<file path="src/rtl/mux21_rr_arbiter_pkg.sv">
// Shared definitions for the 2:1 round-robin mux arbiter: FSM state
// encodings, source identifiers and a small grant-decoding helper.
package mux21_rr_arbiter_pkg;

    typedef enum logic [1:0] {
        ST_IDLE  = 2'd0,
        ST_GNT_A = 2'd1,
        ST_GNT_B = 2'd2
    } state_t;

    localparam logic SRC_A = 1'b0;
    localparam logic SRC_B = 1'b1;

    // Maps a source identifier onto the grant state that serves it.
    function automatic state_t grantOf(input logic src);
        return (src == SRC_B) ? ST_GNT_B : ST_GNT_A;
    endfunction

endpackage

</file>
<file path="src/rtl/mux21_out_reg.sv">
// Output holding register for the arbiter: one beat (source tag + data)
// with a valid flag. A load always wins; the upstream FSM only loads when
// the register is empty or being drained in the same cycle.
module mux21_out_reg
    import mux21_rr_arbiter_pkg::*;
#(
    parameter int W = 9
) (
    input  logic         clk,
    input  logic         rst_n,
    input  logic         i_load,
    input  logic [W-1:0] i_data,
    input  logic         i_ready,
    output logic         o_valid,
    output logic [W-1:0] o_data
);

    logic         r_valid;
    logic [W-1:0] r_data;

    // Load replaces the held beat; otherwise a consume empties the register and data stays put.
    always_ff @(posedge clk) begin
        if (!rst_n) begin
            r_valid <= 1'b0;
            r_data  <= '0;
        end else if (i_load) begin
            r_valid <= 1'b1;
            r_data  <= i_data;
        end else if (r_valid && i_ready) begin
            r_valid <= 1'b0;
        end
    end

    assign o_valid = r_valid;
    assign o_data  = r_data;

endmodule

</file>
<file path="src/rtl/mux21_rr_arbiter.sv">
// Round-robin arbiter for two valid/ready sources sharing one registered
// output. A grant lasts up to MAX_BURST beats, or until the granted source
// goes idle, and then passes straight to the other source if it is waiting.
module mux21_rr_arbiter
    import mux21_rr_arbiter_pkg::*;
#(
    parameter int DATA_W    = 8,
    parameter int MAX_BURST = 4
) (
    input  logic              clk,
    input  logic              rst_n,
    input  logic              a_valid,
    input  logic [DATA_W-1:0] a_data,
    output logic              a_ready,
    input  logic              b_valid,
    input  logic [DATA_W-1:0] b_data,
    output logic              b_ready,
    output logic              out_valid,
    output logic [DATA_W-1:0] out_data,
    output logic              out_src,
    input  logic              out_ready,
    output logic              busy
);

    localparam int                 CNT_W     = $clog2(MAX_BURST + 1);
    localparam logic [CNT_W-1:0]   LAST_BEAT = CNT_W'(MAX_BURST - 1);

    state_t            r_state;
    state_t            w_stateNext;
    logic              r_prio;
    logic              w_prioNext;
    logic [CNT_W-1:0]  r_beatCnt;
    logic [CNT_W-1:0]  w_beatCntNext;

    logic              w_outValid;
    logic              w_space;
    logic              w_xferA;
    logic              w_xferB;
    logic              w_load;
    logic [DATA_W:0]   w_loadBeat;
    logic [DATA_W:0]   w_outBeat;

    // The output register can take a beat when empty or when its beat leaves this cycle.
    assign w_space    = ~w_outValid | out_ready;
    assign a_ready    = (r_state == ST_GNT_A) & w_space;
    assign b_ready    = (r_state == ST_GNT_B) & w_space;
    assign w_xferA    = a_valid & a_ready;
    assign w_xferB    = b_valid & b_ready;
    assign w_load     = w_xferA | w_xferB;
    assign w_loadBeat = w_xferB ? {SRC_B, b_data} : {SRC_A, a_data};
    assign busy       = (r_state != ST_IDLE);

    // Arbitration, burst counting and hand-over; release goes directly to the other grant when it waits.
    always_comb begin
        w_stateNext   = r_state;
        w_prioNext    = r_prio;
        w_beatCntNext = r_beatCnt;
        case (r_state)
            ST_IDLE: begin
                if (a_valid && b_valid) begin
                    w_stateNext = grantOf(r_prio);
                end else if (a_valid) begin
                    w_stateNext = ST_GNT_A;
                end else if (b_valid) begin
                    w_stateNext = ST_GNT_B;
                end
            end
            ST_GNT_A: begin
                if (!a_valid || (w_xferA && (r_beatCnt == LAST_BEAT))) begin
                    w_prioNext    = SRC_B;
                    w_beatCntNext = '0;
                    w_stateNext   = b_valid ? ST_GNT_B : ST_IDLE;
                end else if (w_xferA) begin
                    w_beatCntNext = r_beatCnt + CNT_W'(1);
                end
            end
            ST_GNT_B: begin
                if (!b_valid || (w_xferB && (r_beatCnt == LAST_BEAT))) begin
                    w_prioNext    = SRC_A;
                    w_beatCntNext = '0;
                    w_stateNext   = a_valid ? ST_GNT_A : ST_IDLE;
                end else if (w_xferB) begin
                    w_beatCntNext = r_beatCnt + CNT_W'(1);
                end
            end
            default: begin
                w_stateNext   = ST_IDLE;
                w_beatCntNext = '0;
            end
        endcase
    end

    // State, priority and burst counter registers; reset aborts any burst and hands the first tie to A.
    always_ff @(posedge clk) begin
        if (!rst_n) begin
            r_state   <= ST_IDLE;
            r_prio    <= SRC_A;
            r_beatCnt <= '0;
        end else begin
            r_state   <= w_stateNext;
            r_prio    <= w_prioNext;
            r_beatCnt <= w_beatCntNext;
        end
    end

    mux21_out_reg #(
        .W (DATA_W + 1)
    ) u_outReg (
        .clk     (clk),
        .rst_n   (rst_n),
        .i_load  (w_load),
        .i_data  (w_loadBeat),
        .i_ready (out_ready),
        .o_valid (w_outValid),
        .o_data  (w_outBeat)
    );

    assign out_valid = w_outValid;
    assign out_src   = w_outBeat[DATA_W];
    assign out_data  = w_outBeat[DATA_W-1:0];

endmodule

</file>
<file path="config.mk">
export PLATFORM = sky130hd
export DESIGN_NAME = mux21_rr_arbiter
export DESIGN_NICKNAME = d
export VERILOG_FILES = /design/src/rtl/mux21_rr_arbiter_pkg.sv /design/src/rtl/mux21_out_reg.sv /design/src/rtl/mux21_rr_arbiter.sv
export SDC_FILE = /design/constraint.sdc
export NUM_CORES = 1
export LEC_CHECK = 0
export CAP_MARGIN = 25
export CORE_UTILIZATION = 40
export DETAILED_ROUTE_END_ITERATION = 16
export PLACE_DENSITY = 0.73
export SYNTH_ARGS = -nofsm -noshare
export SYNTH_HDL_FRONTEND = slang
export SYNTH_HIERARCHICAL = 1
export SYNTH_SLANG_ARGS = --single-unit
</file>
<file path="constraint.sdc">
create_clock -name clk -period 4.2 [get_ports clk]
set_input_delay 1.26 -clock clk [delete_from_list [all_inputs] [get_ports clk]]
set_output_delay 1.26 -clock clk [all_outputs]
set_load 0.005 [all_outputs]
</file>
**Word level (Yosys, flattened, before mapping)**

Index checks and enable logic that the tools add are counted.

- $add $sub $neg: 1
- Mux-type cells: 20
- Bitwise operators: 8
- Reductions and logical operators: 15
- Equal/unequal tests: 8

Operators by type and width:

| kind | number |
|---|---|
| 2-bit two-way mux | 7 |
| 3-bit two-way mux | 4 |
| 9-bit two-way mux | 1 |
| 3-bit case mux with 3 select lines | 1 |
| 3-bit AND reduction | 3 |
| 3-bit by 2-bit inequality test with 1-bit output, second input constant | 2 |
| 2-bit case mux with 3 select lines | 1 |
| 2-bit nonzero test | 3 |
| 1-bit two-way mux | 5 |
| 1-bit AND | 4 |
| 1-bit logical AND | 4 |
| 2-bit by 1-bit inequality test with 1-bit output, second input constant | 2 |
| 4-bit inequality test, second input constant | 1 |
| 3-bit by 1-bit adder with 3-bit output, second input constant | 1 |
| 3-bit by 2-bit == test with 1-bit output, second input constant | 1 |
| 2-bit by 1-bit == test with 1-bit output, second input constant | 1 |
| 2-bit == test, second input constant | 1 |
| 1-bit zero test | 2 |
| 2-bit zero test | 1 |
| 1-bit logical OR | 2 |
| 1-bit NOT | 2 |
| 1-bit OR | 2 |
| 1-bit case mux with 2 select lines | 1 |

- Register bits after elaboration: 16
- Word-level logic and storage cells: 57
- Output and inout port bits: 13

**Longest topological paths before layout**

- Depth in word-level cells: 8
- Gate-level depth with buffers: 7
- Depth with buffers taken out: 7

**Modules after synthesis**

Netlist, hierarchy kept.

By module, submodules not included:

| module | times used | cells each | area each (um2) | sequential area each (um2) |
|---|---|---|---|---|
| mux21_rr_arbiter | 1 | 60 | 550.5 | 120.1 |
| mux21_out_reg | 1 | 31 | 371.6 | 200.2 |

**Worst setup path after synthesis**

OpenSTA, ideal clock, no wires.

- Path kind: input to output
- From: in out_ready
- To: out b_ready
- Data arrival time: 1.597 ns
- Stages: 2
- Buffers on the path: 0
- Slack: 1.343 ns
- Data required time: 2.940 ns
- Cells stage by stage: nand2b_1 > and2_1

- Word-level cells in the longest chain between the ends: 2

RTL lines:

| what | line | text |
|---|---|---|
| start, declared | mux21_rr_arbiter.sv:21 | `input logic out_ready,` |
| 1-bit OR | mux21_rr_arbiter.sv:44 | `assign w_space = ~w_outValid \| out_ready;` |
| 1-bit AND | mux21_rr_arbiter.sv:46 | `assign b_ready = (r_state == ST_GNT_B) & w_space;` |
| end, declared | mux21_rr_arbiter.sv:17 | `output logic b_ready,` |

No other way between the ends.

**Final worst setup path**

Ends and elaborated chain as after synthesis.

==> impl_metrics.tcl <==
set metrics [dict create \
    htree_levels 1 \
    postCtsSetupRepairBufs 0 \
    clkTransAtPathRegs_ns 0.09 \
    hold_buffers 0 \
    gp_congestion 0.738 \
    status "complete, no violations" \
    grt.overflow.total 0 \
    clkSinkCount 16 \
    yosysMostFrequentCell "dfxtp_1" \
    finalHoldViolations 0 \
    grt_pass1_vias 735 \
    wl_per_cell_um 11.4 \
    rows 17 \
    die_h_um 50.0 \
    wl_met1_um 835 \
    nets 156 \
    dr.first_iter.drc_count 4 \
    worst_path_largest_cell_delay_ns 0.51 \
    grt_usage 0.164 \
    synth_top_cell_area_share 0.347 \
    synth_nets 118 \
    synthTopCellsByCount "dfxtp_1, mux2i_1, nor2b_1" \
    numCtsBuffers 3 \
    fin_crit_sh 0.923 \
    syn_area_per_cell_um2 10.1 \
    netlist_area_um2 922 \
    syn_to_final_growth_pct 41.7 \
    powerDensity_mw_per_mm2 424 \
    num_vias 755 \
    synth_area_leaders "dfxtp_1, mux2i_1, mux2_2" \
    r2r.worst_path.cells 7 \
    root_buffer "clkbuf_4" \
    drive_gt1_frac 0.142 \
    grt_max_degree 17 \
    detailed_place_hpwl_um 1390 \
    antenna_found_initial 0 \
    clk_latency_ns 0.28 \
    tightest_slew_ns 0.478 \
    diodes 0 \
    ys_async_sr_fraction 0 \
    cts_max_path_buffers 2 \
    ys_ff_latch 16 \
    worstPathArrival_ns 2.62 \
    yosysSeqAreaShare 0.347 \
    critPathKind "input pin to output pin" \
    dpl-instance-area_mm2 0.00128 \
    drtPass1Iterations 4 \
    period_needed_ns 3.88 \
    syn-instance-count 91 \
    p_leak_uw 0.000508 \
    fmax_mhz 258 \
    worstSetupEndpointType "output pin" \
    fp.dieW_um 50.0 \
    fp.dieArea_mm2 0.00250 \
    setup_violations 0 \
    finalInstanceArea_mm2 0.00131 \
    required_ns 2.94 \
    top_level_ports 34 \
    synthFlopType "dfxtp_1" \
    dr_wl_met2_um 790 \
    relSlewSlack 0.680 \
    setup_tns_ns 0 \
    synthDistinctLibCells 24 \
    io_buffers 33 \
    rsz0062_at_grt "no" \
    vdd_drop_max_v 0.000248 \
    wl_met3_um 125 \
    drv_cap 0 \
    synth_top_area_cell "dfxtp_1" \
    wl_um 1770 \
    cpMostUsedCell "clkdlybuf4s50_1" \
    avgViaCountPerCell 4.87 \
    cts_resized 0 \
    cp_max_fo 4 \
    worstPathCellList "clkdlybuf4s50_1 > nand2b_1 > and2_1 > clkdlybuf4s50_1" \
    fill_cells 204 \
    grt_pass1_wl_um 3140 \
    skew_ns 0.00522 \
    synth_warnings 6 \
    worstHoldPathType "flip-flop to flip-flop" \
    initial_utilization 0.421 \
    tritoncts "yes" \
    worstSetupStartpointType "input pin" \
    drv_slew 0 \
    top_layer_used "met4" \
    core_mm2 0.00219 \
    drc 0 \
    hold_depth 1 \
    cp_slowest_cell "clkdlybuf4s50_1" \
    drtAntennaViolNets 0 \
    synth_edf_count 0 \
]
## critical path, delay by kind of cell
| family | cells | cell delay, ns |
|---|---|---|
| and+or+nand+nor | 2 | 0.36 |
| buffers and inverters | 2 | 1.00 |
## cells by family after synthesis
family          after synthesis  synth area share
flops                        16             0.347
compound gates               14             0.126
simple gates                 27             0.183
mux                          19             0.217
fa+ha+maj                     6            0.0814
buf+inv                       9            0.0448
## where the power goes
group	switching [µW]	internal (µW)	leakage [µW]
clock network	44.4	33.3	0.0000138
logic	124	153	0.000364
registers	19.7	180	0.000130
total	188	366	0.000508
## cells in the final DEF, fill, tap and decap left out
cell type	count
nand2_2	1
a21oi_1	4
nor4_4	1
nand3_1	1
o21ai_2	1
ha_1	6
a22oi_4	1
nand2b_1	4
mux2_2	8
o2111ai_1	1
dfxtp_1	16
inv_1	8
mux2i_1	11
clkdlybuf4s50_1	33
nor2_1	3
buf_4	1
a311oi_1	1
and2_1	2
a21o_2	1
nand2_1	3
and2b_1	1
a211oi_2	1
o21a_1	3
clkbuf_4	3
nor2b_1	11
o21ai_0	1
## routing by layer
metal  track usage  up-vias
met2         0.267       30
li1              -      385
met4        0.0714        0
met3        0.0432        2
met1         0.200      338
met5             0        -
## cell type report
cell class                 instances  area [µm²]  share of cell area
inverter                           8        30.0              0.0230
tap                               28        35.0              0.0268
clock buffer                       3        22.5              0.0172
sequential                        16         320               0.245
multi-input combinational         66         561               0.429
timing repair buffer              34         338               0.259
## final timing paths
check / end / from / slack [ns]
worst min register to register: r_beatCnt[0] / r_beatCnt[0] / 0.49
worst max register to register: u_outReg/o_data[7] / r_state[0] / 2.40
worst max-delay path: b_ready / out_ready / 0.32
worst min-delay path: r_beatCnt[0] / r_beatCnt[0] / 0.49
## registers in the layout (all words and copies together), names as in the netlist
signal            flops
r_state               2
u_outReg/o_valid      1
r_beatCnt             3
r_prio                1
u_outReg/o_data       9
## metrics by stage
step	utilization	power [µW]	hold WS, ns	setup slack (ns)	instances
after floorplan	-	378	0.453	1.34	91
after global placement	0.586	475	0.461	0.332	152
after detailed placement	0.586	481	0.480	0.336	152
after CTS	0.596	562	0.493	0.313	155
after global routing	0.596	598	0.519	0.262	155
final	0.596	554	0.487	0.324	155
Power figures use the tool's default switching activity.
